==> src/rtl/mips_regfile_mp.sv <==
// Multi-read, dual-write MIPS register file with hardware clear sweep,
// hardwired-zero entry, write-to-read bypass and write-port conflict flag.
module mips_regfile_mp #(
  parameter int DATA_W   = 32,
  parameter int ADDR_W   = 5,
  parameter int NUM_RD   = 2,
  parameter int ZERO_REG = 1,
  parameter int BYPASS   = 1
) (
  input  logic                       clk,
  input  logic                       rst_n,
  input  logic                       init_req,
  output logic                       busy,
  input  logic [NUM_RD*ADDR_W-1:0]   rd_addr,
  output logic [NUM_RD*DATA_W-1:0]   rd_data,
  input  logic                       wr0_en,
  input  logic [ADDR_W-1:0]          wr0_addr,
  input  logic [DATA_W-1:0]          wr0_data,
  input  logic                       wr1_en,
  input  logic [ADDR_W-1:0]          wr1_addr,
  input  logic [DATA_W-1:0]          wr1_data,
  output logic                       wr_conflict
);

  localparam int DEPTH = 1 << ADDR_W;

  typedef enum logic {
    ST_CLEAR,
    ST_IDLE
  } state_t;

  state_t            state_q, state_d;
  logic [ADDR_W-1:0] clr_cnt_q, clr_cnt_d;
  logic [DATA_W-1:0] mem [DEPTH];

  logic idle;
  logic same_addr;
  logic wr0_ok, wr1_ok;
  logic conflict_d;

  assign busy = (state_q == ST_CLEAR);
  assign idle = (state_q == ST_IDLE);

  // Writes to entry 0 are dropped when it is hardwired; on a same-address
  // dual write port 1 is suppressed so port 0 wins.
  always_comb begin
    same_addr  = (wr0_addr == wr1_addr);
    wr0_ok     = idle && wr0_en && !((ZERO_REG != 0) && (wr0_addr == '0));
    wr1_ok     = idle && wr1_en && !((ZERO_REG != 0) && (wr1_addr == '0))
                 && !(wr0_en && same_addr);
    conflict_d = idle && wr0_en && wr1_en && same_addr
                 && !((ZERO_REG != 0) && (wr0_addr == '0));
  end

  // NOTE: every signal gets a default at the top of always_comb so no path
  // leaves it unassigned, which would otherwise infer a latch.
  always_comb begin
    state_d   = state_q;
    clr_cnt_d = clr_cnt_q;
    case (state_q)
      ST_CLEAR: begin
        if (clr_cnt_q == ADDR_W'(DEPTH - 1)) begin
          state_d   = ST_IDLE;
          clr_cnt_d = '0;
        end else begin
          clr_cnt_d = clr_cnt_q + ADDR_W'(1);
        end
      end
      ST_IDLE: begin
        if (init_req) state_d = ST_CLEAR;
      end
      default: state_d = ST_CLEAR;
    endcase
  end

  // NOTE: sequential state uses non-blocking assignments so every register
  // samples pre-edge values regardless of statement order.
  always_ff @(posedge clk or negedge rst_n) begin
    if (!rst_n) begin
      state_q     <= ST_CLEAR;
      clr_cnt_q   <= '0;
      wr_conflict <= 1'b0;
    end else begin
      state_q     <= state_d;
      clr_cnt_q   <= clr_cnt_d;
      wr_conflict <= conflict_d;
    end
  end

  // NOTE: the storage array has no reset; the clear sweep zeroes it, which
  // keeps it mappable onto plain RAM/flop arrays without reset fan-out.
  always_ff @(posedge clk) begin
    if (state_q == ST_CLEAR) begin
      mem[clr_cnt_q] <= '0;
    end else begin
      if (wr1_ok) mem[wr1_addr] <= wr1_data;
      if (wr0_ok) mem[wr0_addr] <= wr0_data;
    end
  end

  for (genvar i = 0; i < NUM_RD; i++) begin : g_rd
    logic [ADDR_W-1:0] addr;
    logic [DATA_W-1:0] data;

    assign addr = rd_addr[i*ADDR_W +: ADDR_W];

    always_comb begin
      if (busy)
        data = '0;
      else if ((ZERO_REG != 0) && (addr == '0))
        data = '0;
      else if ((BYPASS != 0) && wr0_en && (wr0_addr == addr))
        data = wr0_data;
      else if ((BYPASS != 0) && wr1_en && (wr1_addr == addr))
        data = wr1_data;
      else
        data = mem[addr];
    end

    assign rd_data[i*DATA_W +: DATA_W] = data;
  end

endmodule

==> config.mk <==
export PLATFORM = sky130hd
export DESIGN_NAME = mips_regfile_mp
export DESIGN_NICKNAME = d
export VERILOG_FILES = /design/src/rtl/mips_regfile_mp.sv
export SDC_FILE = /design/constraint.sdc
export NUM_CORES = 2
export LEC_CHECK = 0
export CAP_MARGIN = 20
export CORE_MARGIN = 3
export CORE_UTILIZATION = 65
export CTS_BUF_LIST = sky130_fd_sc_hd__clkbuf_8 sky130_fd_sc_hd__clkbuf_16
export CTS_CLUSTER_SIZE = 16
export DETAILED_ROUTE_END_ITERATION = 7
export DONT_BUFFER_PORTS = 1
export PLACE_DENSITY_LB_ADDON = 0.05
export SLEW_MARGIN = 10
export SYNTH_ARGS = -nofsm -noshare
export SYNTH_HDL_FRONTEND = slang
export SYNTH_SLANG_ARGS = --single-unit
==> constraint.sdc <==
create_clock -name clk -period 4.8 [get_ports clk]
set_clock_uncertainty 0.1 [all_clocks]
set_input_delay 0.96 -clock clk [delete_from_list [all_inputs] [get_ports clk]]
set_output_delay 0.96 -clock clk [all_outputs]
set_load 0.02 [all_outputs]
=== Word level (Yosys, flattened, before mapping) ===
Memory sizes are Yosys's and may differ from the RTL's.
Index checks and enable logic that the tools add are counted.

* Memories: 1
* Input port bits: 89
* Memory bits (writable): 1024
* Flip-flop bits (word level): 7
* Word-level logic and storage cells: 55

* $add $sub $neg: 1
* Reduce and logical (&&, ||, !) cells: 21
* Eq/ne operators: 6
* Multiplexer cells: 22
* Bitwise gates (word level): 1

{| class="wikitable"
|+ Memories
! memory !! depth !! bits a word !! rd ports !! clocked after memory_dff !! write ports !! line !! RTL
|-
| mem || 32 || 32 || 2 || 0 || 2 || 34 || <nowiki>logic [DATA_W-1:0] mem [DEPTH];</nowiki>
|}

{| class="wikitable"
|+ Operators with widths
! kind !! count
|-
| 32-bit two-way mux || 9
|-
| 32-bit OR reduction || 1
|-
| 5-bit == test || 5
|-
| 5-bit logical NOT || 4
|-
| 1-bit logical AND || 13
|-
| 1-bit two-way mux || 10
|-
| 5-bit two-way mux || 2
|-
| 5-bit by 1-bit adder with 5-bit output (second input constant) || 1
|-
| 5-bit == test (second input constant) || 1
|-
| 1-bit logical NOT || 3
|-
| 1-bit one-hot mux with 2 select lines || 1
|-
| 1-bit NOT || 1
|}

=== Logic depth before layout (Yosys ltp) ===
* Depth in word-level cells: 9
* Mapped depth: 10
* Depth with buffers taken out: 6

=== Least setup slack after synthesis ===
OpenSTA, ideal clock, no wires.

* Path type: input to register
* Start: input wr1_addr[3]
* End: memory mem[3][0], enable pin
* Cell stages on the path: 8
* Library setup time: 433 ps
* Arrival time: 4061 ps
* Slack: 206 ps
* Cell sequence: buf_4 > or3_4 > o311a_1 > a21boi_4 > buf_6 > nor4b_2 > nor3_1 > o22ai_1

{| class="wikitable"
|+ RTL lines
! what !! line !! RTL
|-
| start, declared || 20 || <nowiki>input logic [ADDR_W-1:0] wr1_addr,</nowiki>
|-
| end, declared || 34 ||
|}

=== Worst setup path in the final report ===
* Start: input rd_addr[0]
* End: output rd_data[21]

* Longest elaborated chain between the ends: 6
* Elaborated cells between the ends (all ways): 10
* Classes of those cells: eq/ne: 2; mux: 4; reduce/logical: 3; memory: 1

{| class="wikitable"
|+ RTL lines
! what !! line !! RTL
|-
| start, declared || 14 || <nowiki>input logic [NUM_RD*ADDR_W-1:0] rd_addr,</nowiki>
|-
| branches (longest 4 deep; another with memory 32 x 32 bit) || -- ||
|-
| 32-bit two-way mux (*) || 110 || <nowiki>else if ((ZERO_REG != 0) && (addr == '0))</nowiki>
|-
| 32-bit two-way mux (*) || 108 || <nowiki>if (busy)</nowiki>
|-
| end, declared || 15 || <nowiki>output logic [NUM_RD*DATA_W-1:0] rd_data,</nowiki>
|}

Mark *: on every way between the ends.

==> impl_metrics.toml <==
[worst_setup_path]
arrival_ns = 3.85
cp.required_ns = 3.74
cp-end-kind = "output pin"
r2r-end = "mem[21][1]"
worstSetupPathType = "in2out"
reg2reg_from = "idle"
r2r_cells = 5
critPathLaunchType = "input pin"
critPathMaxFanout = 228
r2r_slack_ns = 1.24

[floorplan]
initial_core_util_pct = 66.2
fp.dieArea_um2 = 96100
fp.dieW_um = 310
die_h_um = 310
core_area_um2 = 90800
rows = 110
io_pins = 155

[power_and_ir_drop]
p_per_area_nw_per_um2 = 382
power_leakage_nw = 21.3
p_clk_share_pct = 33.6
p_seq_share_pct = 46.9
p_switching_mw = 7.04
sw_frac_of_total_pct = 28.2
power_frac_comb_pct = 19.5
vdd_drop_max_mv = 0.321
total_power_mw = 24.9
p_int_mw = 17.9

[hold_path]
hold-path-endpoint = "idle"
hold_path.startpoint = "init_req"
hold-path-cell-count = 1
holdCritPathClass = "in2reg"

[logic_synthesis]
syn_area_um2 = 60100
synth_edf_count = 1024
ys_ff_latch = 1031
ys.warnings.count = 0
synth_fp_nets = 5308
syn_area_per_cell_um2 = 11.5
ys.flop_type = "edfxtp_1"
netlist_instances = 5217
synthArstFlopShare_pct = 0.679
ys_types = 55
yosysSeqAreaShare_pct = 51.5

[timing]
finalSetupTns_ns = -0.130
maxSlewViolCount = 0
timing.final.crit_share_pct = 102
hold_viol = 0
setup_slack_ns = -0.114
tightest_slew_ns = 1.27
worst_hold_slack_ns = 0.258
rsz0062_at_grt = "no"
fin_crit_ns = 4.91
setup_viol = 3
fmax_ghz = 0.203
relSlewSlack_pct = 15.4

[route]
drc = 3
vias = 47000
drtAntennaViolNets = 0
routed_wl_mm = 218
drtPass1Iterations = 8
routedWlPerCell_um = 35.3
vias_per_cell = 7.62
drt-initial-drc-count = 9311

[cts]
worstSkewPairLatency_ns = 0.69
clock_path_buffers = 3
cts_resized = 0
cts_root_buffer = "clkbuf_16"
path_clk_slew_ns = 0.06
cts_num_sinks = 1031
htreeDepth = 3
postCtsSetupRepairBufs = 0
cts_tree = "yes"
cts_buffers = 108
ctsHoldBuffers = 1

[placed_design]
dp.cells = 5966
numPortBuffers = 0
post-place-ws_ns = 0.481
dp_hpwl_mm = 122
place.gp.congestion = 0.914
dpl_cell_area_um2 = 61900

[final_layout]
nets = 4993
n_fill_cell = 6145
postLayoutCellArea_um2 = 65400
finish.utilization_pct = 72.0
syn_to_final_growth_pct = 8.78
fin_cells = 6172
drive_above_1_share_pct = 19.6

[outcome]
violations = "DRC, setup timing"
status = "complete, but fails checks"

[global_route]
grt_pass1_vias = 45400
grt_max_degree = 292
antenna_found_initial = 5
grtUsageTotal_pct = 45.8
grt-ovfl-total = 0
grt_pass1_wl_mm = 313

[flow_run]
maxCapViolations = 0
## registers in the layout (all words and copies together) (netlist names)
signal	flops
wr_conflict	1
mem	1024
idle	1
clr_cnt_q	5
## cell usage after synthesis, drive strengths merged, types with 34 or more instances
cell type     n  area (µm²)
clkbuf      464        1820
a22oi        65         488
edfxtp     1024       30700
o22ai        63         394
inv          39         146
nor2        172         646
a21oi        65         325
mux2i       129        1290
nand2      1144        4290
o21ai      1029        5150
nor2b        71         444
buf         187         931
mux4        480       10800
mux2         34         383
## power by group through the flow
stage | Sequential [mW] | Clock [mW] | Combinational (mW)
6_report | 11.7 | 8.39 | 4.86
5_1_grt | 11.8 | 8.71 | 4.98
4_1_cts | 11.7 | 8.35 | 4.66
3_5_place_dp | 11.9 | 0 | 4.63
3_3_place_gp | 11.8 | 0 | 4.57
2_1_floorplan | 11.7 | 0 | 3.06
## logic make-up after synthesis
group,share of synthesized area (%)
XOR/XNOR,0.364
flip-flops,51.5
multiplexers,20.8
AND/OR/NAND/NOR,9.38
buffers and inverters,4.82
adder cells (fa/ha/maj),0.0416
AO/OA/AOI/OAI,13.2
## placed cells by master, fill, tap and decap left out, drive strengths merged, types with 12 or more instances in the layout
| cell | count |
|---|---|
| a211o | 32 |
| a21oi | 65 |
| a221o | 31 |
| a22oi | 65 |
| a311oi | 32 |
| buf | 222 |
| bufinv | 12 |
| clkbuf | 113 |
| clkinv | 44 |
| edfxtp | 1024 |
| inv | 68 |
| mux2 | 34 |
| mux2i | 129 |
| mux4 | 480 |
| nand2 | 1144 |
| nor2 | 172 |
| nor2b | 71 |
| o21ai | 1029 |
| o22ai | 63 |
| o31ai | 32 |
| o41ai | 32 |
| xor2 | 15 |
## worst max-delay path, cell delays in order
cell and delay (ns):
nand2b_2 0.70, buf_4 0.31, a211o_1 0.31, a311oi_1 0.68, o41ai_2 0.17, buf_4 0.20
## metal layers
layer	part of all wire, %	track usage [%]
met5	0.052	0.792
met4	6.3	25.0
met3	19	20.4
met2	42	62.5
met1	33	61.8
## worst max-delay path by stage
stage,start,end,slack (ns),cells after the start
after floorplan,wr1_addr[3],mem[3][0],0.21,8
after global placement,rd_addr[6],rd_data[57],0.50,8
after detailed placement,rd_addr[6],rd_data[57],0.48,8
after CTS,idle,rd_data[8],0.28,5
after global routing,rd_addr[0],rd_data[28],0.20,6
final,rd_addr[0],rd_data[21],-0.11,6
## area by class of cell
cell class / instances / area (µm²) / share of cell area (%)
Multi-Input combinational cell: 3496 / 27100 / 41.5
Timing Repair Buffer: 226 / 2220 / 3.40
Clock inverter: 87 / 719 / 1.10
Antenna cell: 7 / 17.5 / 0.0268
Tap cell: 1176 / 1470 / 2.25
Inverter: 39 / 146 / 0.224
Sequential cell: 1031 / 30900 / 47.3
Clock buffer: 110 / 2750 / 4.21
No activity file was read; power rests on OpenSTA's default activity.
